`config.mk`:
```
export PLATFORM = sky130hd
export DESIGN_NAME = irq_ctrl
export DESIGN_NICKNAME = d
export VERILOG_FILES = /design/src/rtl/irq_ctrl_pkg.sv /design/src/rtl/irq_prio_enc.sv /design/src/rtl/irq_ctrl.sv
export SDC_FILE = /design/constraint.sdc
export NUM_CORES = 1
export LEC_CHECK = 0
export CORE_ASPECT_RATIO = 0.8
export CORE_MARGIN = 2
export CORE_UTILIZATION = 31
export DETAILED_ROUTE_END_ITERATION = 8
export PLACE_DENSITY_LB_ADDON = 0.2
export SLEW_MARGIN = 20
export SYNTH_ARGS = -nofsm -noshare
export SYNTH_HDL_FRONTEND = slang
export SYNTH_HIERARCHICAL = 1
export SYNTH_SLANG_ARGS = --single-unit
```
`constraint.sdc`:
```
create_clock -name clk -period 1.4 [get_ports clk]
set_input_delay 0.28 -clock clk [delete_from_list [all_inputs] [get_ports clk]]
set_output_delay 0.28 -clock clk [all_outputs]
set_load 0.01 [all_outputs]
```
`src/rtl/irq_ctrl_pkg.sv`:
```
// Shared definitions for the interrupt controller: register map, FSM states
// and control-register bit positions.
package irq_ctrl_pkg;

    localparam logic [1:0] IRQ_MASK = 2'd0;
    localparam logic [1:0] IRQ_PEND = 2'd1;
    localparam logic [1:0] IRQ_VEC  = 2'd2;
    localparam logic [1:0] IRQ_CTRL = 2'd3;

    localparam int GEN_BIT = 0;
    localparam int VEC_IRQ_BIT = 31;

    typedef enum logic [1:0] {
        IDLE    = 2'd0,
        ASSERT  = 2'd1,
        HOLDOFF = 2'd2
    } irq_state_t;

endpackage

```
`src/rtl/irq_prio_enc.sv`:
```
// Combinational priority encoder: reports whether any bit is set and the
// index of the lowest set bit (lowest index wins).
module irq_prio_enc #(
    parameter int N_SRC = 4,
    parameter int ID_W  = 2
) (
    input  logic [N_SRC-1:0] req_vec,
    output logic             any,
    output logic [ID_W-1:0]  id
);

    // Scan from the top down so the last hit, the lowest index, is kept.
    always_comb begin
        any = 1'b0;
        id  = '0;
        for (int i = N_SRC - 1; i >= 0; i--) begin
            if (req_vec[i]) begin
                any = 1'b1;
                id  = ID_W'(i);
            end
        end
    end

endmodule

```
`src/rtl/irq_ctrl.sv`:
```
// Interrupt controller: captures rising edges of sticky source requests,
// masks and prioritises them, and raises one irq with a vector to the core.
module irq_ctrl
    import irq_ctrl_pkg::*;
#(
    parameter int N_SRC = 4,
    parameter int ID_W  = 2
) (
    input  logic             clk,
    input  logic             rst,
    input  logic [N_SRC-1:0] req,
    output logic [N_SRC-1:0] src_clr,
    input  logic             wr_en,
    input  logic [1:0]       wr_addr,
    input  logic [31:0]      wr_data,
    input  logic [1:0]       rd_addr,
    output logic [31:0]      rd_data,
    output logic             irq,
    output logic [ID_W-1:0]  irq_vec
);

    logic [N_SRC-1:0] req_q;
    logic [N_SRC-1:0] pend;
    logic [N_SRC-1:0] mask;
    logic             gen;

    logic [N_SRC-1:0] rising;
    logic [N_SRC-1:0] w1c;
    logic [N_SRC-1:0] eligible;
    logic             gen_off_wr;
    logic             enc_any;
    logic [ID_W-1:0]  enc_id;

    irq_state_t       state;
    irq_state_t       state_next;
    logic             irq_next;
    logic [ID_W-1:0]  vec_next;

    logic             unused_wr_bits;

    assign rising         = req & ~req_q;
    assign w1c            = (wr_en && wr_addr == IRQ_PEND) ? wr_data[N_SRC-1:0] : '0;
    assign gen_off_wr     = wr_en && (wr_addr == IRQ_CTRL) && !wr_data[GEN_BIT];
    assign eligible       = pend & mask & {N_SRC{gen}};
    assign unused_wr_bits = ^wr_data[31:N_SRC];

    irq_prio_enc #(
        .N_SRC (N_SRC),
        .ID_W  (ID_W)
    ) u_prio_enc (
        .req_vec (eligible),
        .any     (enc_any),
        .id      (enc_id)
    );

    // A new edge on the same cycle as a W1C keeps the bit set, so no edge is lost.
    always_ff @(posedge clk or negedge rst) begin
        if (!rst) begin
            req_q   <= '0;
            pend    <= '0;
            mask    <= '0;
            gen     <= 1'b0;
            src_clr <= '0;
        end else begin
            req_q   <= req;
            pend    <= (pend & ~w1c) | rising;
            src_clr <= w1c;
            if (wr_en && wr_addr == IRQ_MASK) begin
                mask <= wr_data[N_SRC-1:0];
            end
            if (wr_en && wr_addr == IRQ_CTRL) begin
                gen <= wr_data[GEN_BIT];
            end
        end
    end

    always_ff @(posedge clk or negedge rst) begin
        if (!rst) begin
            state   <= IDLE;
            irq     <= 1'b0;
            irq_vec <= '0;
        end else begin
            state   <= state_next;
            irq     <= irq_next;
            irq_vec <= vec_next;
        end
    end

    // The vector is frozen for the whole ASSERT phase; only an ack of that
    // source or a global disable releases it.
    always_comb begin
        state_next = state;
        irq_next   = irq;
        vec_next   = irq_vec;
        case (state)
            IDLE: begin
                if (enc_any) begin
                    state_next = ASSERT;
                    irq_next   = 1'b1;
                    vec_next   = enc_id;
                end
            end
            ASSERT: begin
                if (gen_off_wr) begin
                    state_next = IDLE;
                    irq_next   = 1'b0;
                    vec_next   = '0;
                end else if (w1c[irq_vec]) begin
                    state_next = HOLDOFF;
                    irq_next   = 1'b0;
                    vec_next   = '0;
                end
            end
            HOLDOFF: begin
                state_next = IDLE;
                irq_next   = 1'b0;
                vec_next   = '0;
            end
            default: begin
                state_next = IDLE;
                irq_next   = 1'b0;
                vec_next   = '0;
            end
        endcase
    end

    always_comb begin
        rd_data = '0;
        case (rd_addr)
            IRQ_MASK: rd_data[N_SRC-1:0] = mask;
            IRQ_PEND: rd_data[N_SRC-1:0] = pend;
            IRQ_VEC: begin
                rd_data[VEC_IRQ_BIT] = irq;
                rd_data[ID_W-1:0]    = irq_vec;
            end
            IRQ_CTRL: rd_data[GEN_BIT] = gen;
            default: rd_data = '0;
        endcase
    end

endmodule
```
After elaboration in Yosys (flattened, before gate mapping)
Cells that the tools add are included.

cells by class
  magnitude comparators = 1
  bitwise logic cells = 7
  equality and inequality tests = 8
  reductions and logical operators = 9
  mux-type cells = 27

operators by type and width
  operator              count
  $mux W2               10
  $and A4 B4 Y4         4
  $pmux W2 S2           3
  $mux W1               9
  $not A4 Y4            2
  $eq A2 B1 Y1 const B  3
  $eq A2 B2 Y1 const B  3
  $logic_not A2 Y1      3
  $logic_and A1 B1 Y1   4
  $mux W4               1
  $or A4 B4 Y4          1
  $pmux W1 S4           1
  $lt A2 B3 Y1 const B  1
  $ne A3 B3 Y1 const B  1
  $pmux W1 S3           1
  $bmux W1 S2           1
  $ne A2 B2 Y1 const B  1
  $pmux W1 S2           1
  $reduce_and A2 Y1     1
  $logic_not A1 Y1      1

word-level totals
  output and inout bits = 39
  register bits = 22
  bits of input ports = 43
  logic and storage cells = 60

Logic depth before layout (Yosys ltp)
  depth after elaboration = 8
  mapped depth = 5

Hierarchy
Netlist, hierarchy kept.

modules (own cells, without submodules)
  module        seq. area each (um^2)  instances  cells an instance  area each (um^2)
  irq_ctrl      525.5                  1          102                1111.1
  irq_prio_enc  0.0                    1          7                  35.0

Least setup slack after synthesis
Ideal clock, no wire load.

  kind = register -> register
  start = register irq_vec[1]
  end = register irq_vec[0]
  arrival time = 1.362 ns
  cell stages (with the launch flop) = 4
  period minus slack after synthesis = 1.463 ns
  slack = -0.063 ns
  cell sequence = dfrtp_1 -> mux4_2 -> and2_4 -> o32ai_1

between the ends
  cells in the longest elaborated chain, start to end = 4

ends and longest elaborated chain
  what                                line             text
  start, declared                     irq_ctrl.sv:19   output logic [ID_W-1:0] irq_vec
  start signal, assigned              irq_ctrl.sv:85   irq_vec <= vec_next;
  $bmux W1 S2                         irq_ctrl.sv:108  end else if (w1c[irq_vec]) begin
  $mux W1 (not written as such)       irq_ctrl.sv:108
  $ne A3 B3 Y1 (no source line)       -
  $reduce_and A2 Y1 (no source line)  -

Every way passes these cells. The select of a mux whose other input is x is not followed.
A chain may end at the register's enable or synchronous reset.

Worst setup path in the final report
  start = register gen
  end = output port rd_data[0]

between the ends
  cells in the longest elaborated chain, start to end = 1

ends and longest elaborated chain
  what                    line             text
  start, declared         irq_ctrl.sv:25   logic gen;
  start signal, assigned  irq_ctrl.sv:72   gen <= wr_data[GEN_BIT];
  $pmux W1 S4             irq_ctrl.sv:129  case (rd_addr)
  end, declared           irq_ctrl.sv:17   output logic [31:0] rd_data,

Every way passes these cells.

==> summary.md <==
| Metric | Value |
|---|---|
| Status | finished with violations |
| Failing checks | setup timing |
| Die Ht | a little under 60 µm |
| Antenna viol nets, final | 0 |
| HPWL after detailed placement | 1.84 mm |
| Global-route wire length before repair | 4.00 mm |
| GR Util All Layers | 12.6% |
| Hold/Removal Path Class | input pin to async pin |
| Yosys top cell area share | a little under half |
| Static Leak | approximately 0.84 nW |
| Via count | 860 |
| Cell taking the most area after synthesis | dfrtp_1 |
| WP data arrival | 1.27 ns |
| Commonest cells after routing, fill and taps aside | conb_1, buf_4, dfrtp_1 |
| Initial core utilization | 32.8% |
| Crit path kind | register to primary output |
| Setup WS post-layout | -0.147 ns |
| Clock Latency Late Sink | 0.26 ns |
| Fin util | 45.5% |
| Synth top area cells | dfrtp_1, buf_4, mux2_2 |
| Routed wire per std cell | 12.2 µm |
| Initial antenna violation count | 0 |
| CP Capture Type | primary output |
| F_max | 646 MHz |
| Layout cell share with drive strength beyond 1 | 32.3% |
| Register Area | ~530 µm² |
| VDD IR max | 0.511 mV |
| Final instance area | 1590 µm² |
| Number of synthesized register bits | 21 |
| Hold slack | 0.350 ns |
| Final Hold Viols | 0 |
| Core area | 3490 µm² |
| CP Max Fanout | 2 |
| Cell variety after synth | 25 |
| DRT Pass-1 Iters | 4 |
| Cell Area, Placed | 1460 µm² |
| CP required | 1.12 ns |
| Most common cell after layout, fill and taps aside | conb_1 |
| Tot Pwr | 0.00193 W |
| Final setup vio count | 1 |
| Chip Width | 72.0 µm |
| Share of the yosys chip area belonging to registers | a little under half |
| CTS Buffer Depth | 2 |
| YS warnings | 6 |
| Mean Syn Cell Area | 10.5 µm² |
| Unrepaired setup endpoints after global routing | yes |
| Startpoint class of the critical path | register |
| CTS Buf Count | 3 |
| Worst clock skew | 0.00550 ns |
| Initial DRC Count | 17 |
| Cell count after synthesis | 109 |
| H-tree levels | 1 |
| Fin crit share | 111% |
| CTS tree | built |
| Area grow syn2layout | 38.8% |
| Nets | just over 200 |
| Residual DRC | 0 |
| Drt via density | 4.30 |
| Vias in the first global route | roughly 840 |
| Clk slew on worst S/H paths | 0.08 ns |
| CTS root buf | clkbuf_8 |
| Total routed wirelength | 2.44 mm |
| Grt total ovfl | 0 |
| # IOs | 82 |
| Area occupied by multi-input gates | around 520 µm² |
| P per Cell Area | about 1200 nW/µm² |
| Pins Over Slew Limit | 0 |
| Number of port buffers | 26 |
| Mapped cell area | 1150 µm² |
| GPL Wtd Cong | 0.733 |
| Die Area | 4200 µm² |
| Setup TNS | -0.147 ns |
| Site Rows | 19 |
| Clk sink count | 21 |
| FILL cells | 328 |
| Fin crit period | 1.55 ns |
| Max Cap Viol | 0 |
| Diodes inserted | 0 |
| Pin count of the biggest net entering global routing | 22 |
## synth_stat cells
cell type  instances
and3b_1            2
o32ai_1            2
o21ai_0            2
nand2b_1           1
mux2_2             5
inv_1             12
nor3_1             1
nand3b_1           1
and3_1             4
dfrtp_1           21
clkbuf_1           1
nor3b_1            1
mux2i_1            5
nor2b_1            1
nand3_1            1
nand2_1            2
and2_1             4
or2_2              1
a21oi_2            1
conb_1             1
buf_4             27
and2_4             1
o22ai_1            5
nor2_1             5
mux4_2             2
## final timing paths
kind	start	end	slack [ns]	cells past startpoint
max	gen$_DFFE_PN0N_	rd_data[0]	-0.15	2
min	rst	mask[1]$_DFFE_PN0P_	0.35	2
max reg2reg	irq_vec[1]$_DFFE_PN0P_	irq_vec[1]$_DFFE_PN0P_	0.03	3
min reg2reg	req_q[0]$_DFF_PN0_	pend[0]$_DFF_PN0_	0.43	1
max in group asynchronous	rst	irq_vec[1]$_DFFE_PN0P_	0.82	2
min in group clk	req_q[0]$_DFF_PN0_	pend[0]$_DFF_PN0_	0.43	1
## worst max-delay path: stages (launching register included)
cell and delay [ns]:
dfrtp_1 0.39, mux4_2 0.48, buf_6 0.14
## what timing repair did
action | in CTS | in global routing
endpoints found under the setup margin | 13 | 7
pin swaps | 2 | 5
buffers inserted | 4 | 3
hold buffers | 0 | 0
endpoints found under the hold margin | 0 | 0
gates resized for setup | 33 | 16
## power by group
part	total (W)	switching (W)	internal [W]	leakage, nW
Sequential	0.000746	0.0000524	0.000693	0.250
Clock	0.000395	0.000197	0.000198	0.0255
Combinational	0.000787	0.000353	0.000435	0.560
## metrics by stage
| step | setup WS, ns | std cells |
|---|---|---|
| finish | -0.147 | 200 |
| global route | -0.176 | 200 |
| CTS | -0.146 | 198 |
| detailed placement | -0.696 | 190 |
| global placement | -0.709 | 190 |
| floorplan | 0.00115 | 135 |
## metal layers
| layer | vias up | global-route usage, % | wire length (µm) |
|---|---|---|---|
| met4 | 0 | 3.23 | 16 |
| li1 | 405 | - | - |
| met1 | 408 | 15.9 | 1100 |
| met3 | 2 | 4.11 | 222 |
| met5 | - | 0 | 0 |
| met2 | 45 | 21.0 | 1100 |
## sequential cells by signal (all words and copies together) (netlist names)
| register | count |
|---|---|
| pend | 4 |
| state | 1 |
| irq | 1 |
| gen | 1 |
| src_clr | 4 |
| req_q | 4 |
| irq_vec | 2 |
| mask | 4 |
## layout make-up
type                    instances  share of cell area [%]
clock buffers                   3                    2.60
repair buffers                 47                    24.9
multi-input cells              74                    33.0
inverters                      12                    2.83
well taps                      42                    3.30
flip-flops and latches         21                    33.1
clock inverters                 1                   0.315
## logic make-up after synthesis
family,count (synthesis),share of synthesized area [%]
AO/OA/AOI/OAI,10,5.90
buffers and inverters,40,21.9
other,1,0.327
AND/OR/NAND/NOR,25,12.8
flip-flops,21,45.9
multiplexers,12,13.2
(Power assumes the default switching activity.)
